$ cat config.mk
export PLATFORM = sky130hd
export DESIGN_NAME = axis_mm2s_s2mm_loopback_flat
export DESIGN_NICKNAME = d
export VERILOG_FILES = /design/src/rtl/axis_mm2s_s2mm_loopback_pkg.sv /design/src/rtl/axis_mm2s_s2mm_loopback_if.sv /design/src/rtl/axis_mm2s_s2mm_loopback_fifo_mem.sv /design/src/rtl/axis_mm2s_s2mm_loopback.sv /design/src/flat_wrapper.sv
export SDC_FILE = /design/constraint.sdc
export NUM_CORES = 1
export LEC_CHECK = 0
export ABC_AREA = 1
export CORE_ASPECT_RATIO = 0.7
export CORE_MARGIN = 4
export CORE_UTILIZATION = 64
export CTS_CLUSTER_DIAMETER = 200
export CTS_CLUSTER_SIZE = 24
export DETAILED_ROUTE_END_ITERATION = 10
export PLACE_DENSITY = 0.83
export SETUP_SLACK_MARGIN = 0.5
export SLEW_MARGIN = 5
export SYNTH_ARGS = -nofsm -noshare
export SYNTH_HDL_FRONTEND = slang
export SYNTH_SLANG_ARGS = --single-unit
$ cat constraint.sdc
create_clock -name axi_aclk -period 9 [get_ports axi_aclk]
set_input_delay 1.8 -clock axi_aclk [delete_from_list [all_inputs] [get_ports axi_aclk]]
set_output_delay 1.8 -clock axi_aclk [all_outputs]
set_load 0.005 [all_outputs]
$ cat src/rtl/axis_mm2s_s2mm_loopback_pkg.sv
// Shared types for the MM2S->S2MM loopback FIFO.
// Beat layout {tlast, tkeep, tdata} and output FSM states.
package axis_mm2s_s2mm_loopback_pkg;

    localparam int DATA_WIDTH = 32;
    localparam int KEEP_WIDTH = DATA_WIDTH / 8;

    typedef struct packed {
        logic                  tlast;
        logic [KEEP_WIDTH-1:0] tkeep;
        logic [DATA_WIDTH-1:0] tdata;
    } axis_beat_t;

    typedef enum logic {
        IDLE  = 1'b0,
        BURST = 1'b1
    } out_state_e;

endpackage

$ cat src/rtl/axis_mm2s_s2mm_loopback_if.sv
// AXI-Stream channel bundle (tdata/tkeep/tlast/tvalid/tready).
// master drives payload+valid, slave drives ready.
interface axis_mm2s_s2mm_loopback_if
    import axis_mm2s_s2mm_loopback_pkg::*;
#(
    parameter int DATA_WIDTH = axis_mm2s_s2mm_loopback_pkg::DATA_WIDTH
) ();

    logic [DATA_WIDTH-1:0]   tdata;
    logic [DATA_WIDTH/8-1:0] tkeep;
    logic                    tvalid;
    logic                    tlast;
    logic                    tready;

    modport master (
        output tdata, tkeep, tvalid, tlast,
        input  tready
    );

    modport slave (
        input  tdata, tkeep, tvalid, tlast,
        output tready
    );

endinterface

$ cat src/rtl/axis_mm2s_s2mm_loopback_fifo_mem.sv
// Loopback FIFO storage: one write port, one read port addressed
// by the top's read-pointer register. Ports: clk, we/waddr/wdata, raddr/rdata.
module axis_mm2s_s2mm_loopback_fifo_mem
    import axis_mm2s_s2mm_loopback_pkg::*;
#(
    parameter int WIDTH = $bits(axis_beat_t),
    parameter int DEPTH = 16,
    localparam int AW   = $clog2(DEPTH)
) (
    input  logic             clk,
    input  logic             we,
    input  logic [AW-1:0]    waddr,
    input  logic [WIDTH-1:0] wdata,
    input  logic [AW-1:0]    raddr,
    output logic [WIDTH-1:0] rdata
);

    logic [WIDTH-1:0] mem [DEPTH];

    // Storage is not reset; valid entries are tracked by the top's pointers.
    always_ff @(posedge clk) begin
        if (we) begin
            mem[waddr] <= wdata;
        end
    end

    assign rdata = mem[raddr];

endmodule

$ cat src/rtl/axis_mm2s_s2mm_loopback.sv
// Loopback FIFO: MM2S stream in (slave), S2MM stream out (master),
// with fill level, resident packet count, pkt_done pulse and in_pkt.
// Ports: axi_aclk, axi_resetn, m_axis_mm2s (slave), s_axis_s2mm (master),
//   fill_level, pkt_count, pkt_done, in_pkt.
// Build option AXIS_LOOPBACK_STORE_FWD_EN: store-and-forward output gating.
module axis_mm2s_s2mm_loopback
    import axis_mm2s_s2mm_loopback_pkg::*;
#(
    parameter int DATA_WIDTH = axis_mm2s_s2mm_loopback_pkg::DATA_WIDTH,
    parameter int DEPTH      = 16,
    localparam int CW        = $clog2(DEPTH + 1)
) (
    input  logic                              axi_aclk,
    input  logic                              axi_resetn,
    axis_mm2s_s2mm_loopback_if.slave          m_axis_mm2s,
    axis_mm2s_s2mm_loopback_if.master         s_axis_s2mm,
    output logic [CW-1:0]                     fill_level,
    output logic [CW-1:0]                     pkt_count,
    output logic                              pkt_done,
    output logic                              in_pkt
);

    localparam int KW = DATA_WIDTH / 8;
    localparam int BW = DATA_WIDTH + KW + 1;
    localparam int AW = $clog2(DEPTH);

    logic [AW-1:0] wptr_q;
    logic [AW-1:0] rptr_q;
    logic [CW-1:0] fill_q;
    logic [CW-1:0] pkt_q;
    logic          rdy_q;
    logic          done_q;
    out_state_e    state_q;
    out_state_e    state_d;

    logic          full;
    logic          empty;
    logic          out_ok;
    logic          out_valid;
    logic          push;
    logic          pop;
    logic          wr_last;
    logic          rd_last;
    logic [BW-1:0] wr_beat;
    logic [BW-1:0] rd_beat;

    assign full  = (fill_q == CW'(DEPTH));
    assign empty = (fill_q == '0);

    // rdy_q keeps tready low throughout reset and for the release cycle.
    assign m_axis_mm2s.tready = rdy_q && !full;

`ifdef AXIS_LOOPBACK_STORE_FWD_EN
    // Hold a packet until its tlast is resident. A full FIFO with no
    // complete packet would deadlock, so full also releases the head;
    // the first non-last read then moves to BURST, which keeps the
    // packet flowing cut-through until its tlast is read.
    assign out_ok = (state_q == BURST) || (pkt_q != '0) || full;
`else
    assign out_ok = 1'b1;
`endif

    assign out_valid = !empty && out_ok;

    assign push    = m_axis_mm2s.tvalid && m_axis_mm2s.tready;
    assign pop     = out_valid && s_axis_s2mm.tready;
    assign wr_last = push && m_axis_mm2s.tlast;
    assign rd_last = pop && rd_beat[BW-1];

    assign wr_beat = {m_axis_mm2s.tlast, m_axis_mm2s.tkeep, m_axis_mm2s.tdata};

    axis_mm2s_s2mm_loopback_fifo_mem #(
        .WIDTH (BW),
        .DEPTH (DEPTH)
    ) u_mem (
        .clk   (axi_aclk),
        .we    (push),
        .waddr (wptr_q),
        .wdata (wr_beat),
        .raddr (rptr_q),
        .rdata (rd_beat)
    );

    // Payload is zeroed while invalid so no stale storage leaks out,
    // including during reset; it is stable whenever tvalid is high.
    assign s_axis_s2mm.tvalid = out_valid;
    assign s_axis_s2mm.tdata  = out_valid ? rd_beat[DATA_WIDTH-1:0] : '0;
    assign s_axis_s2mm.tkeep  = out_valid ? rd_beat[BW-2 -: KW] : '0;
    assign s_axis_s2mm.tlast  = out_valid && rd_beat[BW-1];

    always_ff @(posedge axi_aclk or negedge axi_resetn) begin
        if (!axi_resetn) begin
            wptr_q <= '0;
            rptr_q <= '0;
            rdy_q  <= 1'b0;
        end else begin
            rdy_q <= 1'b1;
            if (push) begin
                wptr_q <= wptr_q + AW'(1);
            end
            if (pop) begin
                rptr_q <= rptr_q + AW'(1);
            end
        end
    end

    always_ff @(posedge axi_aclk or negedge axi_resetn) begin
        if (!axi_resetn) begin
            fill_q <= '0;
        end else if (push && !pop) begin
            fill_q <= fill_q + CW'(1);
        end else if (pop && !push) begin
            fill_q <= fill_q - CW'(1);
        end
    end

    always_ff @(posedge axi_aclk or negedge axi_resetn) begin
        if (!axi_resetn) begin
            pkt_q <= '0;
        end else if (wr_last && !rd_last) begin
            pkt_q <= pkt_q + CW'(1);
        end else if (rd_last && !wr_last) begin
            pkt_q <= pkt_q - CW'(1);
        end
    end

    always_ff @(posedge axi_aclk or negedge axi_resetn) begin
        if (!axi_resetn) begin
            state_q <= IDLE;
            done_q  <= 1'b0;
        end else begin
            state_q <= state_d;
            done_q  <= rd_last;
        end
    end

    always_comb begin
        state_d = state_q;
        unique case (state_q)
            IDLE: begin
                if (pop && !rd_beat[BW-1]) begin
                    state_d = BURST;
                end
            end
            BURST: begin
                if (rd_last) begin
                    state_d = IDLE;
                end
            end
            default: state_d = IDLE;
        endcase
    end

    assign fill_level = fill_q;
    assign pkt_count  = pkt_q;
    assign pkt_done   = done_q;
    assign in_pkt     = (state_q == BURST);

endmodule

$ cat src/flat_wrapper.sv
// flat-port wrapper written by rule: the top's interface ports become plain ports
module axis_mm2s_s2mm_loopback_flat import axis_mm2s_s2mm_loopback_pkg::*;
#(
    parameter int DATA_WIDTH = axis_mm2s_s2mm_loopback_pkg::DATA_WIDTH,
    parameter int DEPTH      = 16,
    localparam int CW        = $clog2(DEPTH + 1)
)
  (axi_aclk, axi_resetn, fill_level, pkt_count, pkt_done, in_pkt, m_axis_mm2s_tdata, m_axis_mm2s_tkeep, m_axis_mm2s_tvalid, m_axis_mm2s_tlast, m_axis_mm2s_tready, s_axis_s2mm_tdata, s_axis_s2mm_tkeep, s_axis_s2mm_tvalid, s_axis_s2mm_tlast, s_axis_s2mm_tready);
  axis_mm2s_s2mm_loopback_if #(.DATA_WIDTH(DATA_WIDTH)) m_axis_mm2s_i ();
  axis_mm2s_s2mm_loopback_if #(.DATA_WIDTH(DATA_WIDTH)) s_axis_s2mm_i ();
  input  logic axi_aclk;
  input  logic axi_resetn;
  output logic [CW-1:0] fill_level;
  output logic [CW-1:0] pkt_count;
  output logic pkt_done;
  output logic in_pkt;
  input wire logic [$bits(m_axis_mm2s_i.tdata)-1:0] m_axis_mm2s_tdata;
  input wire logic [$bits(m_axis_mm2s_i.tkeep)-1:0] m_axis_mm2s_tkeep;
  input wire logic [$bits(m_axis_mm2s_i.tvalid)-1:0] m_axis_mm2s_tvalid;
  input wire logic [$bits(m_axis_mm2s_i.tlast)-1:0] m_axis_mm2s_tlast;
  output wire logic [$bits(m_axis_mm2s_i.tready)-1:0] m_axis_mm2s_tready;
  output wire logic [$bits(s_axis_s2mm_i.tdata)-1:0] s_axis_s2mm_tdata;
  output wire logic [$bits(s_axis_s2mm_i.tkeep)-1:0] s_axis_s2mm_tkeep;
  output wire logic [$bits(s_axis_s2mm_i.tvalid)-1:0] s_axis_s2mm_tvalid;
  output wire logic [$bits(s_axis_s2mm_i.tlast)-1:0] s_axis_s2mm_tlast;
  input wire logic [$bits(s_axis_s2mm_i.tready)-1:0] s_axis_s2mm_tready;
  assign m_axis_mm2s_i.tdata = m_axis_mm2s_tdata;
  assign m_axis_mm2s_i.tkeep = m_axis_mm2s_tkeep;
  assign m_axis_mm2s_i.tvalid = m_axis_mm2s_tvalid;
  assign m_axis_mm2s_i.tlast = m_axis_mm2s_tlast;
  assign m_axis_mm2s_tready = m_axis_mm2s_i.tready;
  assign s_axis_s2mm_tdata = s_axis_s2mm_i.tdata;
  assign s_axis_s2mm_tkeep = s_axis_s2mm_i.tkeep;
  assign s_axis_s2mm_tvalid = s_axis_s2mm_i.tvalid;
  assign s_axis_s2mm_tlast = s_axis_s2mm_i.tlast;
  assign s_axis_s2mm_i.tready = s_axis_s2mm_tready;
  axis_mm2s_s2mm_loopback #(.DATA_WIDTH(DATA_WIDTH), .DEPTH(DEPTH)) u_core (.axi_aclk(axi_aclk), .axi_resetn(axi_resetn), .m_axis_mm2s(m_axis_mm2s_i), .s_axis_s2mm(s_axis_s2mm_i), .fill_level(fill_level), .pkt_count(pkt_count), .pkt_done(pkt_done), .in_pkt(in_pkt));
endmodule
==> run metrics <==
result of the run=finished, final reports clean; cell at the root of the clock tree=sky130_fd_sc_hd__clkbuf_16; maximum fanout count along the critical path=85; leading cell type in the layout, fill and taps excluded=sky130_fd_sc_hd__nand2_1; buffer depth of the longest clock path=3; number of buffer and inverter stages on the critical path=3; RSZ-0062 raised after global routing=false; clock latency reported for the late side of the worst-skew pair=610 ps; slowest cell on the critical path=sky130_fd_sc_hd__dfrtp_4; final WL=57800 um; logic gate share of total power=a little under two fifths; critical path required time=about 7000 ps; Ys Warns=0; worst hold slack=around 500 ps; sum of negative setup slack=0 ps; Resize count post-CTS=0; Crit Path Class=flop to primary output; PortBufs=91; cts hold-fix bufs=0; share of the synthesized netlist area taken by xor and xnor gates=0.457%; clock skew=around 18 ps; critical path startpoint=u_core.rptr_q[0]; static leakage power=just under 10 nW; Hold Path Cell Cnt=2; number of design rule violations left after detail routing=0; number of distinct standard cells referenced by the synthesized netlist=21; total nets after synthesis=approximately 2200; register bit count reported by yosys=roughly 600; dominant synthesized flop cell=sky130_fd_sc_hd__edfxtp_1; area fraction in compound gates after synthesis=just over 1%; power share of the sequential group=44.1%; total number of H-tree levels=1; crit path cell chain=buf_4 -> buf_4 -> nand2_1 -> nand3_1 -> nand3_1 -> nand2_1 -> nand2_1 -> a21oi_1 -> clkdlybuf4s50_1; Routed Antenna Nets=0; area of all placed cells without fillers=~27000 um^2; placed cell areas=26200 um^2; number of rows in the core area=60; number of synthesized flops with an enable pin=just under 600; total count of hold-check failures in the final report=0; Clk network pwr share=between 15 and 20%; FF-to-FF Start=u_core.rptr_q[1]; minimum clock period=approximately 6300 ps; CTS tree=yes; total number of vias=16300; routability cong.=~0.8; Post-Syn Area=about 25000 um^2; proportion of total power due to net switching=a little under two fifths; overall die height=173 um; all-layer global routing usage=27.0%; Cells after Synth=roughly 2100; estimated wirelength of the detail-placed design=28700 um; crit share post-route=between 60% and 70%; post-layout worst setup margin=roughly 2700 ps; Avg Synthesized Cell Area=roughly 12 um^2; kind of start point of the critical path=flop; Int Pwr=5.01 mW; most repeated library cell on the critical path=sky130_fd_sc_hd__nand2_1; Worst Reg-to-Reg Cells=15; Least-Margin Pin Slew=approximately 1200 ps; total of endpoints with negative setup slack in the final report=0; vias in the first global route=15700; Largest delay share family, worst path=buffers and inverters; final core utilization=between 70% and 80%; fraction of layout instances using a drive strength above 1=between 3 and 4%; maximum number of pins on one net before global-route repair=roughly 170; simple-gate share of the synthesized area=21.2%; category of the worst setup path capture point=primary output; Initial Util=between 60 and 70%; CTS clk-pin slew, worst paths=~100 ps; delay of the slowest cell on the worst path=about 870 ps; final-report max-slew violation count=0; fmax=~160 MHz; fraction of the mapped netlist area in adder cells=0.814%; Rel. slew slack=between 20 and 25%; max-capacitance violation count=0; buffers inserted by post-CTS timing repair=0; Power Density=about 300 nW/um^2; commonest non-fill, non-tap cells in the layout=780 x sky130_fd_sc_hd__nand2_1, 592 x sky130_fd_sc_hd__edfxtp_1, 450 x sky130_fd_sc_hd__nand3_1; placeable core region=between 30000 and 40000 um^2; TritonRoute pass-1 iters=6; switching component of the power=2.98 mW; main combinational cell family by area after synthesis=simple AND/OR/NAND/NOR gates; worst min-delay path category=flop to flop; internal reg-to-reg setup slack=about 5000 ps; count of boundary I/O pins=between 90 and 100; TritonCTS Buffers=29; Area growth syn-to-layout=8.40%; die span in x=around 240 um; Worst EP arrival=4450 ps; mux cell area share after synthesis=0%; share of flip-flops with an asynchronous set or reset after synthesis=under 10%; post-place setup slack=between 3000 and 4000 ps; vias per std cell=6.11; critical register-to-register path endpoint=u_core.pkt_count[4]; final net count=around 2200; number of clock sinks=613; violation count after the first detailed-routing iteration=2165; worst ir drop on vdd=around 0.19 mV; area enclosed by the die boundary=42200 um^2; detailed-route wire length per cell=approximately 22 um; sequential area share after synthesis=73.5%; wire length of the first global-routing pass=~89000 um; remaining global-route overflow=0; initial antenna violation count=2
through the flow:
step	total power, mW	instances
2_1_floorplan	5.46	2104
3_3_place_gp	6.47	2624
3_5_place_dp	6.59	2624
4_1_cts	7.98	2665
5_1_grt	8.43	2666
6_report	7.98	2666
area by class of cell:
class | count | area [um^2]
repair buffers | 118 | 1110
clock buffers | 39 | 763
clock inverters | 2 | 25.0
well taps | 527 | 659
inverters | 34 | 138
flip-flops and latches | 613 | 18300
fillers | 2598 | 11500
diodes | 1 | 2.50
multi-input cells | 1332 | 5960
worst max-delay path by stage:
| stage | to | slack [ps] | cells after the start |
|---|---|---|---|
| after CTS | s_axis_s2mm_tdata[27] | 2800 | 9 |
| final | s_axis_s2mm_tkeep[1] | 2750 | 9 |
| after detailed placement | s_axis_s2mm_tdata[27] | 3470 | 9 |
| after global placement | s_axis_s2mm_tdata[27] | 3570 | 9 |
| after floorplan | u_core.u_mem.mem[11][0] | 4760 | 4 |
| after global routing | s_axis_s2mm_tdata[27] | 2520 | 9 |
state kept, by name, summed over array words and instances (netlist names), named ones only:
name               flops
u_core.u_mem.mem     592
u_core.fill_level      5
u_core.pkt_count       5
u_core.rptr_q          4
u_core.wptr_q          4
u_core.pkt_done        1
u_core.rdy_q           1
synth_stat cells, types with 2 or more instances:
cell                       count  area share, %
sky130_fd_sc_hd__ha_1         13           0.65
sky130_fd_sc_hd__a21oi_1      41           0.82
sky130_fd_sc_hd__buf_2        72            1.4
sky130_fd_sc_hd__buf_1         5          0.075
sky130_fd_sc_hd__nand4_1       2          0.050
sky130_fd_sc_hd__fa_1          2           0.16
sky130_fd_sc_hd__buf_4        13           0.39
sky130_fd_sc_hd__inv_1        31           0.47
sky130_fd_sc_hd__clkbuf_1     34           0.51
sky130_fd_sc_hd__dfrtp_1      21            2.1
sky130_fd_sc_hd__xor2_1       11           0.39
sky130_fd_sc_hd__o21ai_0       8           0.16
sky130_fd_sc_hd__nor2_1       21           0.32
sky130_fd_sc_hd__inv_2         3          0.045
sky130_fd_sc_hd__edfxtp_1    592             71
sky130_fd_sc_hd__nand2_1     780             12
sky130_fd_sc_hd__nand3_1     450            9.0
sky130_fd_sc_hd__xnor2_1       2          0.070
cells by family (layout without fill, tap and decap cells):
group / after synthesis / count (layout)
adder cells (fa/ha/maj): 15 / 15
XOR/XNOR: 13 / 13
other: 1 / 2
flip-flops: 613 / 613
AO/OA/AOI/OAI: 50 / 50
AND/OR/NAND/NOR: 1253 / 1253
buffers and inverters: 159 / 193
metal layers:
layer | wire [um] | global-route usage [%] | vias to the layer above
li1 | - | - | 7345
met2 | 27400 | 42.8 | 1004
met4 | 1680 | 8.10 | 2
met3 | 5980 | 3.74 | 138
met1 | 22700 | 39.9 | 7809
met5 | 14 | 0 | -
power by group through the flow:
stage | registers [mW] | logic [mW] | clock network (mW)
after floorplan | 3.44 | 2.03 | 0
after global placement | 3.57 | 2.91 | 0
after detailed placement | 3.58 | 3.01 | 0
after CTS | 3.52 | 3.03 | 1.43
after global routing | 3.54 | 3.36 | 1.54
final | 3.52 | 3.04 | 1.42
worst min-delay path: stages (launching register included):
cell	delay [ps]
sky130_fd_sc_hd__dfrtp_1	360
sky130_fd_sc_hd__nand2_1	60
sky130_fd_sc_hd__nand2_1	60
No activity file was read; power rests on OpenSTA's default activity.
